<file path="config.mk">
export PLATFORM = sky130hd
export DESIGN_NAME = jtframe_dwnld
export DESIGN_NICKNAME = d
export VERILOG_FILES = /design/src/rtl/jtframe_dwnld.sv
export SDC_FILE = /design/constraint.sdc
export NUM_CORES = 1
export LEC_CHECK = 0
export ABC_AREA = 1
export CAP_MARGIN = 20
export CORE_MARGIN = 10
export CORE_UTILIZATION = 55
export DETAILED_ROUTE_END_ITERATION = 6
export PLACE_DENSITY = 0.8
export SLEW_MARGIN = 40
export SYNTH_ARGS = -nofsm -noshare
export SYNTH_HDL_FRONTEND = slang
export SYNTH_SLANG_ARGS = --single-unit
</file>
<file path="constraint.sdc">
create_clock -name clk -period 3.8 [get_ports clk]
set_input_delay 0.95 -clock clk [delete_from_list [all_inputs] [get_ports clk]]
set_output_delay 0.95 -clock clk [all_outputs]
set_load 0.05 [all_outputs]
</file>
<file path="src/rtl/jtframe_dwnld.sv">
// Turns the io controller byte stream into SDRAM programming requests with a
// one-byte holding buffer, plus a separate PROM write strobe and busy/tail logic.
module jtframe_dwnld #(
  parameter logic [24:0] BA1_START  = 25'h100_0000,
  parameter logic [24:0] BA2_START  = 25'h100_0000,
  parameter logic [24:0] BA3_START  = 25'h100_0000,
  parameter logic [24:0] PROM_START = 25'h1ff_ffff,
  parameter bit          SWAB       = 1'b0,
  parameter int          TAIL       = 8
) (
  input  logic        clk,
  input  logic        rst,
  input  logic        downloading,
  input  logic [24:0] ioctl_addr,
  input  logic [7:0]  ioctl_data,
  input  logic        ioctl_wr,
  input  logic        sdram_ack,
  output logic [21:0] prog_addr,
  output logic [7:0]  prog_data,
  output logic [1:0]  prog_mask,
  output logic [1:0]  prog_bank,
  output logic        prog_we,
  output logic        prog_rd,
  output logic        prom_we,
  output logic        dwnld_busy,
  output logic        overflow
);

  localparam int TW = (TAIL < 1) ? 1 : $clog2(TAIL + 1);
  localparam logic [TW-1:0] TAIL_V = TW'(TAIL);

  typedef enum logic [1:0] {IDLE, REQ, GAP} state_t;

  state_t      state;
  logic        is_prom;
  logic [1:0]  dec_bank;
  logic [24:0] bank_start;
  logic [24:0] offset;
  logic [24:0] prom_off;
  logic [21:0] dec_addr;
  logic [1:0]  dec_mask;
  logic        sd_wr;
  logic        pr_wr;

  logic [21:0] sd_addr;
  logic [7:0]  sd_data;
  logic [1:0]  sd_mask;
  logic [1:0]  sd_bank;

  logic        buf_valid;
  logic [21:0] buf_addr;
  logic [7:0]  buf_data;
  logic [1:0]  buf_mask;
  logic [1:0]  buf_bank;

  logic [21:0] prom_addr;
  logic [7:0]  prom_data;
  logic [TW-1:0] tail_cnt;

  logic unused_bits;
  assign unused_bits = ^{offset[24:23], prom_off[24:22]};

  // Address decode: PROM region wins, otherwise the highest bank whose start is reached.
  always_comb begin
    is_prom    = (ioctl_addr >= PROM_START);
    dec_bank   = 2'd0;
    bank_start = 25'd0;
    if (ioctl_addr >= BA3_START) begin
      dec_bank   = 2'd3;
      bank_start = BA3_START;
    end else if (ioctl_addr >= BA2_START) begin
      dec_bank   = 2'd2;
      bank_start = BA2_START;
    end else if (ioctl_addr >= BA1_START) begin
      dec_bank   = 2'd1;
      bank_start = BA1_START;
    end
    offset   = ioctl_addr - bank_start;
    prom_off = ioctl_addr - PROM_START;
    dec_addr = offset[22:1];
    dec_mask = (offset[0] ^ SWAB) ? 2'b01 : 2'b10;
  end

  assign sd_wr = ioctl_wr & downloading & ~is_prom;
  assign pr_wr = ioctl_wr & downloading & is_prom;

  // PROM fields only show on the outputs during their one-cycle strobe.
  assign prog_addr  = prom_we ? prom_addr : sd_addr;
  assign prog_data  = prom_we ? prom_data : sd_data;
  assign prog_mask  = sd_mask;
  assign prog_bank  = sd_bank;
  assign prog_rd    = 1'b0;
  assign dwnld_busy = downloading | prog_we | buf_valid | (tail_cnt != '0);

  // GAP is the cycle after an ack: either the buffered byte is reissued or a
  // fresh byte is taken as if idle.
  always_ff @(posedge clk) begin
    if (rst) begin
      state     <= IDLE;
      prog_we   <= 1'b0;
      prom_we   <= 1'b0;
      overflow  <= 1'b0;
      sd_addr   <= '0;
      sd_data   <= '0;
      sd_mask   <= 2'b11;
      sd_bank   <= '0;
      buf_valid <= 1'b0;
      buf_addr  <= '0;
      buf_data  <= '0;
      buf_mask  <= 2'b11;
      buf_bank  <= '0;
      prom_addr <= '0;
      prom_data <= '0;
      tail_cnt  <= '0;
    end else begin
      prom_we <= pr_wr;
      if (pr_wr) begin
        prom_addr <= prom_off[21:0];
        prom_data <= ioctl_data;
      end

      case (state)
        IDLE: begin
          if (sd_wr) begin
            sd_addr <= dec_addr;
            sd_data <= ioctl_data;
            sd_mask <= dec_mask;
            sd_bank <= dec_bank;
            prog_we <= 1'b1;
            state   <= REQ;
          end
        end
        REQ: begin
          if (sdram_ack) begin
            prog_we <= 1'b0;
            state   <= GAP;
          end
          if (sd_wr) begin
            if (!buf_valid) begin
              buf_addr  <= dec_addr;
              buf_data  <= ioctl_data;
              buf_mask  <= dec_mask;
              buf_bank  <= dec_bank;
              buf_valid <= 1'b1;
            end else begin
              overflow <= 1'b1;
            end
          end
        end
        GAP: begin
          if (buf_valid) begin
            sd_addr   <= buf_addr;
            sd_data   <= buf_data;
            sd_mask   <= buf_mask;
            sd_bank   <= buf_bank;
            prog_we   <= 1'b1;
            state     <= REQ;
            buf_valid <= sd_wr;
            if (sd_wr) begin
              buf_addr <= dec_addr;
              buf_data <= ioctl_data;
              buf_mask <= dec_mask;
              buf_bank <= dec_bank;
            end
          end else if (sd_wr) begin
            sd_addr <= dec_addr;
            sd_data <= ioctl_data;
            sd_mask <= dec_mask;
            sd_bank <= dec_bank;
            prog_we <= 1'b1;
            state   <= REQ;
          end else begin
            state <= IDLE;
          end
        end
        default: state <= IDLE;
      endcase

      // Busy is held for TAIL cycles once the path has fully drained.
      if (downloading || prog_we || buf_valid) begin
        tail_cnt <= TAIL_V;
      end else if (tail_cnt != '0) begin
        tail_cnt <= tail_cnt - TW'(1);
      end
    end
  end

endmodule
</file>
==> reports/metrics.csv, run 1 <==
stage,metric,value,unit
run_status,status,"finished, final reports clean",
worst_setup_path,Crit Path Max Fanout,3,
worst_setup_path,CP arrival,2.42,ns
power,Max VDD drop,0.4570,mV
clock_network,Worst-path clk slew,0.09,ns
sta,Final Hold Vio Count,0,
logic_synthesis,syn avg cell area,6.903,um^2
logic_synthesis,"Cell Area, Synth",5219,um^2
logic_synthesis,unique cell type count in the Yosys netlist,33,
placement,hpwl dp,9732,um
finish,filler instances,816,
die,Core Rows,35,
grt,largest net degree at the start of global routing,67,
clock_network,Setup Buffers After CTS,0,
logic_synthesis,Synth Register Bits,107,
worst_setup_path,Worst EP required,2.85,ns
sta,Slew @ Worst Pin,0.7922,ns
min_path,hold_sp,buf_addr[8],
routing,1st-iter DRT viols,497,
clock_network,CTS resizes,0,
die,I/O pin count,77,
sta,endpoints failing setup,0,
sta,Achievable Freq,0.2971,GHz
flow_run,max-cap violation count,0,
clock_network,clock tree sinks,107,
min_path,Hold Crit Class,flip-flop to flip-flop,
grt,GR Util All Layers,19.82,%
clock_network,worst skew pair latency,0.38,ns
worst_setup_path,R2R Path End,sd_addr[20],
finish,"most common cell after layout, fill and taps aside",nand2_1,
die,Die Wd,117.4,um
clock_network,H-tree Lvls,3,
grt,initial antenna violation count,0,
logic_synthesis,Yosys top cell area share,41.05,%
routing,Post-Route WL,14050,um
logic_synthesis,fraction of registers with async set/reset,0,%
logic_synthesis,yosys warns,0,
worst_setup_path,R2R depth,6,
worst_setup_path,CP Class,primary input to output pin,
grt,number of global-route vias before repair,4682,
routing,vias per inst,5.375,
clock_network,CTS tree,done,
sta,relative slew slack,47.00,%
worst_setup_path,reg2reg start,state[0],
logic_synthesis,ys flop type,dfxtp_1,
sta,Final Cycle Share,88.57,%
worst_setup_path,Crit. End Element,output pin,
placement,RD Place Congestion,0.8369,
grt,first-pass GRT wire length,23290,um
finish,area used by multi-input combinational logic,2502,um^2
finish,layout cell share with drive strength beyond 1,9.282,%
power,Pwr Total,3.993,mW
finish,Area Overhead vs Synth,17.05,%
sta,Final Slew Violations,0,
die,Initial Util,56.48,%
grt,Congestion Overflow GR,0,
die,Die Span Y,117.4,um
clock_network,hold_buf cts,0,
finish,register area,2142,um^2
clock_network,Root Driver,clkbuf_8,
routing,WL/cell,15.00,um
min_path,Hold Path Cell Cnt,2,
logic_synthesis,"EDFF count, synth",0,
routing,vias,5036,
routing,ANT nets after route,0,
power,Pleak,2.623,nW
routing,drt drc,0,
clock_network,CTS Buf Count,9,
finish,Antenna diodes,0,
worst_setup_path,"reg-to-reg slack, setup",1.11,ns
worst_setup_path,crit path launch type,primary input,
min_path,hold endpoint,buf_addr[8],
die,total die area,13790,um^2
logic_synthesis,synth top area cells,"dfxtp_1 41%, o21ai_0 12%, nand2_1 11%, nor2_1 7.5%, inv_1 5.9%",
power,pwr/cell area,653.7,nW/um^2
placement,Port Buf Inserts,75,
clock_network,Longest Clk Path Bufs,2,
routing,Pre-antenna DRT Iters,6,
logic_synthesis,post-synth top area cell,dfxtp_1,
finish,most frequent cells in the layout,"145 x nand2_1, 123 x o21ai_0, 107 x dfxtp_1",
sta,worst hold margin,0.4508,ns
logic_synthesis,Post-Synthesis Net Count,802,
finish,nets@finish,849,
sta,final setup TNS,0,ns
logic_synthesis,Cells after Synth,756,
logic_synthesis,"Seq/Total Area, Yosys",41.05,%
sta,Clock Skew,0.01249,ns
sta,RSZ-0062 raised after global routing,false,
sta,min cycle time layout,3.366,ns
die,Core ar.,9240,um^2
## Yosys cell counts, drive strengths merged (2+ instances only)
cell and instances:
a211oi 6, nor2 107, a21oi 64, inv 87
o21ai 130, mux2 12, dfxtp 107, clkbuf 29
nor3 4, nand2 148, ha 8, o211ai 15
nand4 5, buf 19, nand3 8, a31oi 2
## worst max-delay path, stage by stage
cell and delay (ns):
clkdlybuf4s50_1 0.41, nor3_1 0.26, nand2_1 0.08, clkdlybuf4s50_1 0.71
## state kept, by name, indices dropped and copies added (netlist names), 2 cells and up
register and cells:
buf_addr 22, prom_addr 22, buf_data 8, prog_bank 2, prog_mask 2, sd_addr 22, sd_data 8, buf_mask 2
tail_cnt 4, state 2, prom_data 8
## final cells by class
cell class                 instances  share of cell area [%]
clock buffer                      10                   2.253
clock inverter                     6                   1.168
inverter                          87                   5.367
multi-input combinational        514                   40.97
sequential                       107                   35.07
tap                              129                   2.642
timing repair buffer              84                   12.54
## worst max path at each step
stage / start / endpoint / cells past startpoint / slack, ns
4_1_cts: downloading / dwnld_busy / 4 / 0.41
3_5_place_dp: downloading / dwnld_busy / 4 / 0.42
6_report: downloading / dwnld_busy / 4 / 0.43
2_1_floorplan: prom_we / prog_data[1] / 3 / 0.75
3_3_place_gp: downloading / dwnld_busy / 4 / 0.41
5_1_grt: downloading / dwnld_busy / 4 / 0.32
## metrics by stage
step | cells | setup WS (ns) | instance area, um^2 | utilization [%]
2_1_floorplan | 756 | 0.7454 | 5219 | -
3_3_place_gp | 921 | 0.4092 | 5898 | 63.83
3_5_place_dp | 921 | 0.4220 | 5898 | 63.83
4_1_cts | 937 | 0.4102 | 6107 | 66.09
5_1_grt | 937 | 0.3245 | 6108 | 66.11
6_report | 937 | 0.4342 | 6108 | 66.11
## metal layers
layer	vias to the layer above	routed length, um	GRT usage (%)
li1	2526	-	-
met1	2328	6160	25.01
met2	163	6631	32.31
met3	19	1045	5.084
met4	0	217	5.869
met5	-	0	0
## cells by family after synthesis
family | Yosys count | synth area share [%]
xor gates and xnor gates | 2 | 0.3357
and+or+nand+nor | 274 | 20.91
muxes | 12 | 2.589
AOI/OAI and AO/OA | 217 | 22.08
buffers and inverters | 135 | 11.05
adders and majority gates | 8 | 1.918
DFF | 107 | 41.05
other | 1 | 0.07186
## power breakdown
part           switching, mW  total (mW)  internal [mW]
sequential             0.118        1.45           1.33
clock                  0.408       0.738          0.330
combinational           1.21        1.80          0.592
total                   1.74        3.99           2.26
(Power assumes the default switching activity.)
==> inputs of run 2 (changes only) <==
--- a/config.mk
+++ b/config.mk
@@ -7,7 +7,6 @@
 export LEC_CHECK = 0
 export ABC_AREA = 1
 export CAP_MARGIN = 20
-export CORE_MARGIN = 10
 export CORE_UTILIZATION = 55
 export DETAILED_ROUTE_END_ITERATION = 6
 export PLACE_DENSITY = 0.8
==> run 2 against run 1 <==
Net effect: non-clock buffer count unchanged; register-to-register slack better by 0.05 ns; combinational power about the same; sequential power about the same; sequential cell count unchanged; design area up 0.35%; core utilization up 0.55 points; critical path depth unchanged; clock power down 12%; critical endpoint unchanged; largest cell class unchanged; largest power group unchanged; highest routed layer unchanged.
==> reports/metrics.csv, run 2 (synthesized netlist as in run 1, its figures left out) <==
stage,metric,value,unit
finish,area used by multi-input combinational logic,2502,um^2
sta,Achievable Freq,0.2939,GHz
clock_network,Root Driver,clkbuf_8,
sta,Final Cycle Share,89.55,%
grt,number of global-route vias before repair,4504,
power,Pleak,2.577,nW
clock_network,CTS resizes,0,
die,total die area,9882,um^2
worst_setup_path,R2R Path End,sd_addr[7],
routing,vias per inst,5.436,
clock_network,worst skew pair latency,0.37,ns
routing,1st-iter DRT viols,300,
routing,Post-Route WL,13000,um
sta,Setup WS post-layout,0.3971,ns
die,Die Span Y,99.41,um
routing,vias,4996,
finish,layout cell share with drive strength beyond 1,6.683,%
sta,Slew @ Worst Pin,0.7000,ns
die,Initial Util,56.75,%
die,Core ar.,9196,um^2
sta,endpoints failing setup,0,
finish,nets@finish,849,
clock_network,hold_buf cts,0,
finish,register area,2142,um^2
run_status,status,"finished, final reports clean",
worst_setup_path,"reg-to-reg slack, setup",1.16,ns
placement,Port Buf Inserts,75,
sta,Final Slew Violations,0,
worst_setup_path,CP Class,primary input to output pin,
placement,Placement Cell Area,5953,um^2
sta,Clock Skew,0.01355,ns
sta,RSZ-0062 raised after global routing,false,
finish,design area,6130,um^2
power,Max VDD drop,0.5854,mV
clock_network,Setup Buffers After CTS,0,
worst_setup_path,CP endpoint,dwnld_busy,
finish,"most common cell after layout, fill and taps aside",nand2_1,
finish,filler instances,844,
finish,final core utilization,66.65,%
finish,most frequent cells in the layout,"145 x nand2_1, 123 x o21ai_0, 107 x dfxtp_1",
routing,drt drc,0,
clock_network,clock tree sinks,107,
worst_setup_path,Worst path most repeated cell,clkdlybuf4s50_1,
power,pwr/cell area,637.2,nW/um^2
placement,RD Place Congestion,0.8608,
worst_setup_path,Worst EP required,2.85,ns
power,Pwr Total,3.906,mW
grt,initial antenna violation count,0,
worst_setup_path,critical path's top delay family,buffers and inverters,
die,Die Wd,99.41,um
finish,Area Overhead vs Synth,17.45,%
die,I/O pin count,77,
grt,first-pass GRT wire length,21710,um
flow_run,max-cap violation count,0,
placement,hpwl dp,8792,um
worst_setup_path,WP buf/inv,2,
grt,GR Util All Layers,27.52,%
sta,relative slew slack,53.33,%
clock_network,CTS tree,done,
placement,Setup WS pre-CTS,0.4073,ns
routing,WL/cell,14.15,um
worst_setup_path,CP Depth,4,
sta,Final Hold Vio Count,0,
grt,largest net degree at the start of global routing,62,
die,Core Rows,35,
clock_network,Longest Clk Path Bufs,2,
clock_network,Worst-path clk slew,0.09,ns
routing,ANT nets after route,0,
sta,final setup TNS,0,ns
clock_network,CTS Buf Count,9,
worst_setup_path,crit path cell chain,"clkdlybuf4s50_1, nor3_1, nand2_1, clkdlybuf4s50_1",
sta,min cycle time layout,3.403,ns
min_path,Hold Crit Class,flip-flop to flip-flop,
grt,Congestion Overflow GR,0,
worst_setup_path,reg2reg start,state[0],
worst_setup_path,Crit. End Element,output pin,
worst_setup_path,worst stage delay on the critical path,0.71,ns
finish,Largest regs,"buf_addr x22, prom_addr x22, sd_addr x22",
clock_network,H-tree Lvls,3,
worst_setup_path,Crit Path Max Fanout,3,
routing,Pre-antenna DRT Iters,5,
worst_setup_path,crit path launch type,primary input,
worst_setup_path,critical path launch point,downloading,
worst_setup_path,R2R depth,6,
worst_setup_path,Worst path slowest cell,clkdlybuf4s50_1,
finish,Antenna diodes,0,
worst_setup_path,CP arrival,2.45,ns
## run 2: cell count changes in the layout (fill, tap and decap cells not counted)
cell	before	now
inv_6	1	2
buf_4	30	7
bufinv_16	1	0
buf_12	0	2
clkbuf_8	10	9
clkinvlp_4	1	2
inv_8	1	0
clkdlybuf4s50_1	54	75
clkinv_2	2	3
## run 2: layout make-up
type                       instances  share of cell area, %
multi-input combinational        514                  40.82
sequential                       107                  34.95
timing repair buffer              84                  13.76
inverter                          87                  5.348
tap                              111                  2.266
clock buffer                       9                  2.021
clock inverter                     7                 0.8369
## run 2: how the worst min path moves through the flow
stage / startpoint / to / depth (start not counted)
after floorplan: buf_addr[1] / buf_addr[1] / 2
after global placement: buf_addr[8] / buf_addr[8] / 2
after detailed placement: buf_addr[8] / buf_addr[8] / 2
after CTS: buf_addr[8] / buf_addr[8] / 2
after global routing: buf_addr[7] / buf_addr[7] / 2
final: buf_addr[7] / buf_addr[7] / 2
## run 2: per-layer routing
layer  track usage [%]  wire length, um  vias up
met3             4.498              753       21
met4             9.615              244        0
met2             43.91             6033      150
met1             37.80             5969     2301
met5                 0                0        -
li1                  -                -     2524
## run 2: worst register-to-register path: stages, from the launching register on
cell	delay, ns
dfxtp_1	0.39
inv_1	0.08
ha_1	0.25
nor2_1	0.53
clkinv_2	0.74
o21ai_0	0.47
a21oi_1	0.07
## run 2: metrics by stage
step,cells,hold slack [ns]
2_1_floorplan,756,0.4245
3_3_place_gp,903,0.4321
3_5_place_dp,903,0.4371
4_1_cts,919,0.4515
5_1_grt,919,0.4665
6_report,919,0.4517
## run 2: where the power goes
group | internal [mW] | total, mW | leakage (nW) | switching (mW)
Combinational | 0.623 | 1.80 | 1.62 | 1.18
Clock | 0.242 | 0.649 | 0.0860 | 0.407
Sequential | 1.33 | 1.45 | 0.873 | 0.119
Total | 2.20 | 3.91 | 2.58 | 1.71
